<file path="src/rtl/seg_scan.sv">
// ============================================================================
//  Module   : seg_scan
//  Brief    : Multiplexed 7-segment scanner with frame-synchronous loading.
//             Define SEG_SCAN_LZB_EN to enable leading-zero blanking.
//  Revision : 1.0 - initial release
// ============================================================================
`default_nettype none

module seg_scan #(
    parameter int DIGITS    = 4,
    parameter int SCAN_DIV  = 12000,
    parameter int BLANK_CYC = 2
) (
    input  logic                  clk,
    input  logic                  rst_n,
    input  logic                  en,
    input  logic                  load,
    input  logic [4*DIGITS-1:0]   data_in,
    input  logic [DIGITS-1:0]     dp_in,
    output logic [7:0]            seg,
    output logic [DIGITS-1:0]     dig_sel,
    output logic                  frame_start
);

    localparam int c_presc_w = $clog2(SCAN_DIV);
    localparam int c_idx_w   = (DIGITS > 1) ? $clog2(DIGITS) : 1;

    localparam logic [c_presc_w-1:0] c_slot_end = c_presc_w'(SCAN_DIV - 1);
    localparam logic [c_presc_w-1:0] c_blank    = c_presc_w'(BLANK_CYC);
    localparam logic [c_idx_w-1:0]   c_last_idx = c_idx_w'(DIGITS - 1);
    localparam logic [DIGITS-1:0]    c_dig_one  = DIGITS'(1);

    function automatic logic [6:0] f_seg7(input logic [3:0] nib);
        case (nib)
            4'h0:    f_seg7 = 7'h3F;
            4'h1:    f_seg7 = 7'h06;
            4'h2:    f_seg7 = 7'h5B;
            4'h3:    f_seg7 = 7'h4F;
            4'h4:    f_seg7 = 7'h66;
            4'h5:    f_seg7 = 7'h6D;
            4'h6:    f_seg7 = 7'h7D;
            4'h7:    f_seg7 = 7'h07;
            4'h8:    f_seg7 = 7'h7F;
            4'h9:    f_seg7 = 7'h6F;
            4'hA:    f_seg7 = 7'h77;
            4'hB:    f_seg7 = 7'h7C;
            4'hC:    f_seg7 = 7'h39;
            4'hD:    f_seg7 = 7'h5E;
            4'hE:    f_seg7 = 7'h79;
            default: f_seg7 = 7'h71;
        endcase
    endfunction

    logic [c_presc_w-1:0] r_presc;
    logic [c_idx_w-1:0]   r_idx;
    logic                 r_pend;
    logic [4*DIGITS-1:0]  r_pend_data;
    logic [DIGITS-1:0]    r_pend_dp;
    logic [4*DIGITS-1:0]  r_act_data;
    logic [DIGITS-1:0]    r_act_dp;

    logic                 w_slot_end;
    logic [c_idx_w-1:0]   w_idx_next;
    logic                 w_frame_wrap;
    logic [3:0]           w_nib;
    logic                 w_dp;
    logic [6:0]           w_code;

    assign w_slot_end   = (r_presc == c_slot_end);
    assign w_idx_next   = (r_idx == c_last_idx) ? '0 : r_idx + 1'b1;
    assign w_frame_wrap = w_slot_end && (w_idx_next == '0);
    assign w_nib        = r_act_data[r_idx*4 +: 4];
    assign w_dp         = r_act_dp[r_idx];

`ifdef SEG_SCAN_LZB_EN
    // Walk down from the most significant digit; digit 0 is never blanked.
    logic [DIGITS-1:0] w_lead_zero;

    always_comb begin
        logic run;
        w_lead_zero = '0;
        run         = 1'b1;
        for (int i = DIGITS - 1; i >= 1; i--) begin
            run            = run && (r_act_data[4*i +: 4] == 4'h0);
            w_lead_zero[i] = run;
        end
    end

    assign w_code = w_lead_zero[r_idx] ? 7'h00 : f_seg7(w_nib);
`else
    assign w_code = f_seg7(w_nib);
`endif

    // Scan timing: prescaler within a slot, digit index across slots.
    always_ff @(posedge clk or negedge rst_n) begin
        if (!rst_n) begin
            r_presc <= '0;
            r_idx   <= '0;
        end else begin
            r_presc <= w_slot_end ? '0 : r_presc + 1'b1;
            if (w_slot_end) begin
                r_idx <= w_idx_next;
            end
        end
    end

    // Double-buffered display value; active copy only changes at frame wrap.
    always_ff @(posedge clk or negedge rst_n) begin
        if (!rst_n) begin
            r_pend      <= 1'b0;
            r_pend_data <= '0;
            r_pend_dp   <= '0;
            r_act_data  <= '0;
            r_act_dp    <= '0;
        end else begin
            if (load) begin
                r_pend_data <= data_in;
                r_pend_dp   <= dp_in;
            end
            if (w_frame_wrap && r_pend) begin
                r_act_data <= r_pend_data;
                r_act_dp   <= r_pend_dp;
            end
            if (load) begin
                r_pend <= 1'b1;
            end else if (w_frame_wrap) begin
                r_pend <= 1'b0;
            end
        end
    end

    // Outputs lag the scan counters by one cycle, frame_start included.
    always_ff @(posedge clk or negedge rst_n) begin
        if (!rst_n) begin
            seg         <= 8'h00;
            dig_sel     <= '1;
            frame_start <= 1'b0;
        end else begin
            frame_start <= (r_presc == '0) && (r_idx == '0);
            if (!en || (r_presc < c_blank)) begin
                seg     <= 8'h00;
                dig_sel <= '1;
            end else begin
                seg     <= {w_dp, w_code};
                dig_sel <= ~(c_dig_one << r_idx);
            end
        end
    end

endmodule

`default_nettype wire
</file>
<file path="config.mk">
export PLATFORM = sky130hd
export DESIGN_NAME = seg_scan
export DESIGN_NICKNAME = d
export VERILOG_FILES = /design/src/rtl/seg_scan.sv
export SDC_FILE = /design/constraint.sdc
export NUM_CORES = 1
export LEC_CHECK = 0
export ABC_AREA = 1
export CORE_MARGIN = 4
export CORE_UTILIZATION = 35
export CTS_CLUSTER_SIZE = 8
export DETAILED_ROUTE_END_ITERATION = 6
export GPL_ROUTABILITY_DRIVEN = 0
export HOLD_SLACK_MARGIN = 0.03
export SETUP_SLACK_MARGIN = 0.2
export SLEW_MARGIN = 20
export SYNTH_ARGS = -nofsm -noshare
export SYNTH_HDL_FRONTEND = slang
export SYNTH_SLANG_ARGS = --single-unit
</file>
<file path="constraint.sdc">
create_clock -name clk -period 4.3 [get_ports clk]
set_input_delay 1.075 -clock clk [delete_from_list [all_inputs] [get_ports clk]]
set_output_delay 1.075 -clock clk [all_outputs]
set_load 0.02 [all_outputs]
</file>
==> results of run 1 <==
[per-layer routing]
layer / vias up / GRT usage, %
met1: 1149 / 16.0
met4: 0 / 5.75
met3: 11 / 3.01
li1: 1325 / -
met5: - / 0
met2: 37 / 19.8
[path summary, 6_finish.rpt]
check                         startpoint               to  slack (ps)
max                           dig_sel[3]       dig_sel[3]        1770
min                        r_act_data[2]    r_act_data[2]         490
max reg2reg                   r_presc[0]    r_act_data[6]        2110
min reg2reg                r_act_data[2]    r_act_data[2]         490
max in group asynchronous          rst_n       dig_sel[0]        2770
min in group asynchronous          rst_n  r_pend_data[11]         740
[area by class of cell]
| class | instances | area (µm²) |
|---|---|---|
| multi-input combinational | 266 | 1430 |
| timing repair buffer | 37 | 360 |
| sequential | 70 | 1760 |
| inverter | 49 | 184 |
| clock inverter | 4 | 22.5 |
| fill | 944 | 5360 |
| clock buffer | 12 | 145 |
| tap | 129 | 161 |
[cell usage after synthesis (2+ instances only)]
| cell | number | share of area, % |
|---|---|---|
| a21oi_1 | 10 | 1.5 |
| buf_2 | 2 | 0.29 |
| buf_6 | 4 | 1.3 |
| clkbuf_1 | 4 | 0.44 |
| dfrtp_1 | 66 | 48 |
| dfstp_2 | 4 | 3.1 |
| ha_1 | 12 | 4.4 |
| inv_1 | 39 | 4.3 |
| inv_2 | 10 | 1.1 |
| nand2_1 | 95 | 10 |
| nand2_2 | 21 | 3.8 |
| nand3_1 | 29 | 4.2 |
| nand3_4 | 2 | 1.0 |
| nor2_1 | 35 | 3.8 |
| nor3_1 | 5 | 0.73 |
| o21ai_0 | 23 | 3.3 |
| o21ai_1 | 5 | 0.73 |
| o21ai_2 | 20 | 5.1 |
| xor2_1 | 2 | 0.51 |
[registers in the layout, summed over array words and instances, names as in the netlist]
| name | cells |
|---|---|
| frame_start | 1 |
| r_pend_dp | 4 |
| dig_sel | 4 |
| r_idx | 2 |
| r_pend_data | 16 |
| seg | 8 |
| r_presc | 14 |
| r_pend | 1 |
| r_act_dp | 4 |
| r_act_data | 16 |
[metrics by stage]
| step | util [%] | hold slack (ps) |
|---|---|---|
| final | 43.1 | 488 |
| after global routing | 43.1 | 511 |
| after CTS | 43.1 | 492 |
| after detailed placement | 41.3 | 473 |
| after global placement | 41.3 | 471 |
| after floorplan | - | 455 |
[cell families after synthesis]
| group | after synthesis | share of synthesized area [%] |
|---|---|---|
| compound gates | 60 | 11.1 |
| xor+xnor | 2 | 0.510 |
| fa+ha+maj | 12 | 4.37 |
| buf+inv | 59 | 7.39 |
| flops | 70 | 51.1 |
| simple gates | 192 | 25.6 |
[power by group through the flow]
stage                     sequential [mW]  clock [mW]  combinational [mW]
final                               0.683       0.463              0.0779
after CTS                           0.683       0.485              0.0819
after detailed placement            0.696           0              0.0815
after floorplan                     0.700           0              0.0280
after global routing                0.685       0.503              0.0898
after global placement              0.695           0              0.0801
==> results.json, run 1 <==
{
  "synth_enable_flop_cells": 0,
  "worstPathRequired_ps": 3220,
  "ys_ff_latch": 70,
  "worst_path_max_delay_cell": "clkdlybuf4s50_1",
  "antenna_left": 0,
  "syn_to_final_growth_pct": 18.0,
  "die_area_um2": 11500,
  "place_inst": 551,
  "finalInstanceArea_um2": 4060,
  "wl_met2_um": 3030,
  "core_um2": 9420,
  "cts-root-buf": "clkbuf_8",
  "min_path_cells": 2,
  "swShare_pct": 23.8,
  "wl_um": 6490,
  "tns_ps": 0,
  "cp-start-kind": "register",
  "grt_remaining_overflow": 0,
  "via_count": 2522,
  "critPathMaxFanout": 1,
  "htree_levels": 3,
  "worstMarginPinSlew_ps": 687,
  "clkSinkCount": 70,
  "drt_iter0_markers": 97,
  "placed_area_um2": 3890,
  "clk_latency_ps": 340,
  "slew_viol_final": 0,
  "die_w_um": 107,
  "grt_util_all_layers_pct": 12.5,
  "seq_power_share_pct": 55.8,
  "fmax_ghz": 0.395,
  "switching_power_mw": 0.291,
  "placement_rows": 35,
  "crit_buf_inv": 1,
  "dpl_worst_slack_ps": 1510,
  "p_total_mw": 1.22,
  "crit_type": "register to output port",
  "wl_met3_um": 235,
  "reg2reg_depth": 8,
  "powerDensity_nw_per_um2": 302,
  "synth-async-reset-ratio_pct": 100,
  "max-slew-margin-rel_pct": 54.2,
  "drive_gt1_share_pct": 17.6,
  "drv_cap": 0,
  "arrival_ps": 1460,
  "p_int_mw": 0.933,
  "critPathMaxStageDelay_ps": 600,
  "ios": 37,
  "drt-met1-wl_um": 3120,
  "synth_cells": 395,
  "outcome": "finished clean",
  "p_leak_nw": 1.98,
  "hold_viol_final": 0,
  "synth_cell_types": 26,
  "clock_skew_ps": 5.16,
  "p_comb_share_pct": 6.4,
  "drc": 0,
  "routedWlPerCell_um": 11.4,
  "vias_per_cell": 4.45,
  "power_frac_clock_pct": 37.8,
  "nNetsFinal": 469,
  "crit_family": "buffers and inverters",
  "clk_pin_slew_worst_paths_ps": 70,
  "antenna_found_initial": 0,
  "min_period_ps": 2530,
  "routed.top_layer": "met4",
  "cts.repair.resized": 0,
  "finalSetupViolCount": 0,
  "hold_path.class": "register to register",
  "antenna_cells": 0,
  "drt_pass1_iterations": 4,
  "layout.cells.non_filler": 567,
  "rsz0062_at_grt": "false",
  "cts_buffers": 9,
  "port_buffers": 36,
  "crit_cells": 1,
  "postCtsHoldBufs": 0,
  "synth_area_per_cell_um2": 8.70,
  "end_kind": "output port",
  "setup_ws_ps": 1770,
  "initial_core_util_pct": 36.5,
  "ys.flop_type": "dfrtp_1",
  "yosysWarnings": 0,
  "yosysSeqAreaShare_pct": 51.1,
  "syn_area_um2": 3440,
  "finalCritPeriodShare_pct": 58.9,
  "cts_tree": "built",
  "grt_pass1_vias": 2545,
  "syn-num-nets": 431,
  "mostFrequentLayoutCells": "95 x nand2_1, 66 x dfrtp_1, 39 x inv_1, 35 x nor2_1, 34 x clkdlybuf4s50_1",
  "path_cells": "clkdlybuf4s50_1",
  "die_h_um": 107,
  "clock_path_buffers": 2,
  "hpwl_um": 4520,
  "grt_max_degree": 49,
  "grt_pass1_wl_um": 11400,
  "cts_setup_buffers": 0,
  "peakVddDrop_uv": 138,
  "layout_commonest_cell": "nand2_1"
}
(Power assumes the default switching activity.)
==> run 2, diff against run 1 <==
- clock period: 4.3 -> 2.2 ns (I/O delays scaled with it)
==> run 2 against run 1 <==
  * Worst setup slack worse by 1400 ps
  * Cell count is 0.71% higher
  * Clock-buffer cell count is 3 lower
  * Critical path depth stayed put
  * Critical endpoint is now seg[7]
==> results.json, run 2 (same netlist as run 1, synthesis figures left out) <==
{
  "crit_buf_inv": 1,
  "p_comb_share_pct": 5.7,
  "seq_power_share_pct": 49.3,
  "fmax_ghz": 0.543,
  "drt_pass1_iterations": 4,
  "mostFrequentLayoutCells": "95 x nand2_1, 64 x dfrtp_1, 39 x inv_1, 35 x nor2_1, 31 x clkdlybuf4s50_1",
  "port_buffers": 36,
  "clk_latency_ps": 350,
  "placement_rows": 35,
  "clk_pin_slew_worst_paths_ps": 80,
  "antenna_left": 0,
  "hold_ws_ps": 171,
  "worst_path_max_delay_cell": "clkdlybuf4s50_1",
  "nNetsFinal": 474,
  "crit_family": "buffers and inverters",
  "p_int_mw": 2.14,
  "hpwl_um": 4540,
  "syn_to_final_growth_pct": 21.9,
  "fin_util_pct": 44.5,
  "layout.cells.non_filler": 571,
  "clock_skew_ps": 9.54,
  "die_area_um2": 11500,
  "worstPathRequired_ps": 1650,
  "p_leak_nw": 2.03,
  "grt_pass1_vias": 2520,
  "place_inst": 553,
  "drv_cap": 0,
  "antenna_cells": 0,
  "drc": 0,
  "initial_core_util_pct": 36.5,
  "tns_ps": 0,
  "swShare_pct": 21.1,
  "critPathMaxFanout": 1,
  "critPathMaxStageDelay_ps": 600,
  "cts_tree": "built",
  "reg2reg_depth": 9,
  "cp-endpoint": "seg[7]",
  "clock_path_buffers": 2,
  "wl_um": 6390,
  "critPathLaunch": "seg[7]",
  "die_w_um": 107,
  "grt_remaining_overflow": 0,
  "reg2reg_from": "r_presc[0]",
  "hold_viol_final": 0,
  "layout_commonest_cell": "nand2_1",
  "arrival_ps": 1290,
  "core_um2": 9420,
  "biggestRegsByFlops": "r_act_data: 16 flops, r_pend_data: 16 flops, r_presc: 14 flops",
  "routedWlPerCell_um": 11.2,
  "crit_type": "register to output port",
  "die_h_um": 107,
  "cp-start-kind": "register",
  "max-slew-margin-rel_pct": 65.3,
  "ios": 37,
  "nFillCells": 921,
  "finalSetupViolCount": 0,
  "clkSinkCount": 70,
  "grt_max_degree": 50,
  "path_cells": "clkdlybuf4s50_1",
  "p_total_mw": 2.71,
  "peakVddDrop_uv": 238,
  "drt_iter0_markers": 138,
  "crit_cells": 1,
  "power_frac_clock_pct": 45.0,
  "switching_power_mw": 0.571,
  "hold_path.class": "input pin to asynchronous set/reset pin",
  "end_kind": "output port",
  "vias_per_cell": 4.37,
  "finalCritPeriodShare_pct": 83.7,
  "slew_viol_final": 0,
  "via_count": 2498,
  "antenna_found_initial": 0,
  "powerDensity_nw_per_um2": 647,
  "regToRegEndpoint": "r_act_dp[1]",
  "reg2reg_slack_ps": 410,
  "drive_gt1_share_pct": 19.0,
  "cts_buffers": 9,
  "grt_util_all_layers_pct": 12.5,
  "htree_levels": 3,
  "grt_pass1_wl_um": 11500,
  "worstMarginPinSlew_ps": 520,
  "cts-root-buf": "clkbuf_8",
  "min_period_ps": 1840,
  "outcome": "finished clean",
  "rsz0062_at_grt": "false"
}
## run 2: cell count changes in the layout (fill, tap and decap cells not counted), sizes merged
cell / change
clkinv: -1
clkdlybuf4s50: -3
dlygate4sd2: +4
buf: +4
bufinv: +3
clkbuf: -3
## run 2: power by group through the flow
stage	Sequential [mW]	Combinational, mW	Clock [mW]
finish	1.34	0.156	1.22
global route	1.34	0.179	1.32
CTS	1.34	0.162	1.26
detailed placement	1.36	0.162	0
global placement	1.36	0.160	0
floorplan	1.37	0.0548	0
## run 2: how the worst min path moves through the flow
stage                       to  slack [ps]  cells after the start
2_1_floorplan      frame_start         250                      0
3_3_place_gp     r_act_data[3]         480                      2
3_5_place_dp       r_act_dp[1]         480                      2
4_1_cts        r_pend_data[13]         180                      1
5_1_grt         r_pend_data[4]         210                      1
6_report       r_pend_data[13]         170                      1
## run 2: repair_timing
action | in CTS | in global routing
gates resized for setup | 4 | 3
setup endpoints to repair | 4 | 6
buffers inserted | 0 | 3
hold buffers | 0 | 0
## run 2: routing by layer
layer  wire [µm]  global-route usage (%)  share of wire, %  vias to the layer above
met5           0                       0                 0                        -
met1        3130                    16.7                49                     1113
met3         246                    3.37               3.9                       10
met2        2870                    19.1                45                       47
li1            -                       -                 -                     1328
met4         135                    5.48               2.1                        0
## run 2: area by class of cell
| cell class | count | area (µm²) | share of cell area (%) |
|---|---|---|---|
| Inverter | 49 | 186 | 4.45 |
| Multi-Input combinational cell | 266 | 1430 | 34.1 |
| Clock buffer | 9 | 124 | 2.96 |
| Clock inverter | 6 | 111 | 2.66 |
| Timing Repair Buffer | 42 | 420 | 10.0 |
| Sequential cell | 70 | 1760 | 42.0 |
| Tap cell | 129 | 161 | 3.85 |
## run 2: stage by stage
stage,instance area (µm²),worst slack (ps)
final,4190,359
after global routing,4190,249
after CTS,4160,260
after detailed placement,3930,289
after global placement,3930,378
after floorplan,3440,588
==> run 3, diff against run 2 <==
- clock period: 2.2 -> 1.8 ns (I/O delays scaled with it)
==> run 3 against run 2 <==
  * Combinational power grew 22%
  * Via count grew 7.7%
  * Power grew 21%
  * Sequential power grew 22%
  * Highest routed layer unchanged
  * Critical path type is now register to register
==> results.json, run 3 (same netlist as run 1, synthesis figures left out) <==
{
  "drc": 0,
  "antenna_found_initial": 0,
  "grt_remaining_overflow": 0,
  "drt_iter0_markers": 167,
  "crit_family": "simple AND/OR/NAND/NOR gates",
  "min_period_ps": 1630,
  "nNetsFinal": 491,
  "worst_path_max_delay_cell": "dfrtp_1",
  "worst_path_most_repeated_cell": "nand3_4",
  "initial_core_util_pct": 36.5,
  "htree_levels": 3,
  "cp-start-kind": "register",
  "clock_skew_ps": 10.9,
  "p_total_mw": 3.27,
  "tns_ps": 0,
  "drv_cap": 0,
  "rsz0062_at_grt": "true",
  "worstMarginPinSlew_ps": 374,
  "drt_pass1_iterations": 4,
  "end_kind": "register",
  "antenna_left": 0,
  "finalCritPeriodShare_pct": 90.4,
  "biggestRegsByFlops": "r_act_data: 16 flops, r_pend_data: 16 flops, r_presc: 14 flops",
  "cts-root-buf": "clkbuf_8",
  "grt_pass1_vias": 2670,
  "layout.cells.non_filler": 589,
  "critPathMaxStageDelay_ps": 410,
  "hold_viol_final": 0,
  "clkSinkCount": 70,
  "finalSetupViolCount": 0,
  "syn_to_final_growth_pct": 32.8,
  "peakVddDrop_uv": 310,
  "layout_commonest_cell": "nand2_1",
  "grt_max_degree": 71,
  "core_um2": 9420,
  "hpwl_um": 4720,
  "postCtsHoldBufs": 0,
  "nFillCells": 904,
  "port_buffers": 36,
  "placement_rows": 35,
  "critPathLaunch": "r_presc[1]",
  "grt_pass1_wl_um": 11900,
  "die_area_um2": 11500,
  "cts_buffers": 9,
  "worstPathRequired_ps": 2040,
  "mostFrequentLayoutCells": "86 x nand2_1, 64 x dfrtp_1, 38 x inv_1, 32 x nor2_1, 23 x o21ai_0",
  "routedWlPerCell_um": 12.2,
  "multi_input_area_um2": 1620,
  "critPathMaxFanout": 5,
  "clk_pin_slew_worst_paths_ps": 90,
  "slew_viol_final": 0,
  "clock_path_buffers": 2,
  "wl_um": 7190,
  "place_inst": 560,
  "max-slew-margin-rel_pct": 75.1,
  "reg2reg_from": "r_presc[1]",
  "outcome": "finished clean",
  "via_count": 2690,
  "arrival_ps": 1860,
  "die_w_um": 107,
  "grt_util_all_layers_pct": 12.9,
  "path_cells": "ha_4 > nand2_4 > nor2_4 > nand3_4 > nor2_8 > nand3_4 > clkbuf_16 > nand2_2 > o21ai_2",
  "ios": 37,
  "p_leak_nw": 2.22,
  "fmax_ghz": 0.615,
  "powerDensity_nw_per_um2": 716,
  "crit_type": "register to register",
  "die_h_um": 107,
  "antenna_cells": 0,
  "clk_latency_ps": 340,
  "hold_path.class": "input pin to asynchronous set/reset pin",
  "drive_gt1_share_pct": 28.7,
  "crit_buf_inv": 1,
  "seqCellArea_um2": 1760,
  "vias_per_cell": 4.57,
  "cts_tree": "built"
}
run 3: changes by cell type in the layout (fill, tap and decap cells not counted), moves of 5 or more:
cell             previous run  this run
nand2_4                     0        12
clkdlybuf4s50_1            31        22
buf_4                       4        13
nand3_1                    29        22
nand2_1                    95        86
nand3_2                     1         8
dlygate4sd2_1               4         9
run 3: report_power, final:
part	leakage, nW	total (mW)	switching [mW]	internal, mW
clock	0.111	1.45	0.651	0.800
sequential	0.891	1.63	0.0104	1.62
combinational	1.22	0.191	0.112	0.0794
run 3: layout make-up:
cell class,instances,share of cell area (%)
clock buffer,9,2.71
sequential,70,38.5
clock inverter,7,2.25
multi-input combinational,267,35.5
timing repair buffer,58,13.3
tap,129,3.53
inverter,49,4.19
run 3: stage by stage:
| step | util, % | cell area [µm²] | worst slack (ps) | hold WS, ps |
|---|---|---|---|---|
| global route | 48.5 | 4570 | 116 | 149 |
| CTS | 46.0 | 4330 | 127 | 126 |
| global placement | 42.5 | 4000 | 83.4 | 475 |
| floorplan | - | 3440 | 238 | 154 |
| detailed placement | 42.5 | 4000 | 91.7 | 477 |
| finish | 48.5 | 4570 | 174 | 119 |
run 3: path summary, 6_finish.rpt:
path / endpoint / slack [ps] / depth (start not counted)
max in group asynchronous: dig_sel[1] / 1340 / 2
min in group clk: r_act_data[15] / 500 / 2
worst min register to register: r_act_data[15] / 500 / 2
worst max register to register: r_act_dp[0] / 170 / 9
worst min-delay path: r_pend_data[11] / 120 / 2
worst max-delay path: r_act_dp[0] / 170 / 9
run 3: repair_timing:
item	4_1_cts	5_1_grt
setup buffers	8	1
resized for setup	28	45
gates cloned	1	3
setup endpoints to repair	39	36
pin swaps	1	9
run 3: metal layers:
| layer | track usage [%] | share of wire (%) | routed length (µm) |
|---|---|---|---|
| met5 | 0 | 0 | 0 |
| met4 | 5.48 | 2.3 | 165 |
| met3 | 2.41 | 4.1 | 295 |
| met2 | 21.2 | 48 | 3460 |
| met1 | 16.7 | 45 | 3270 |
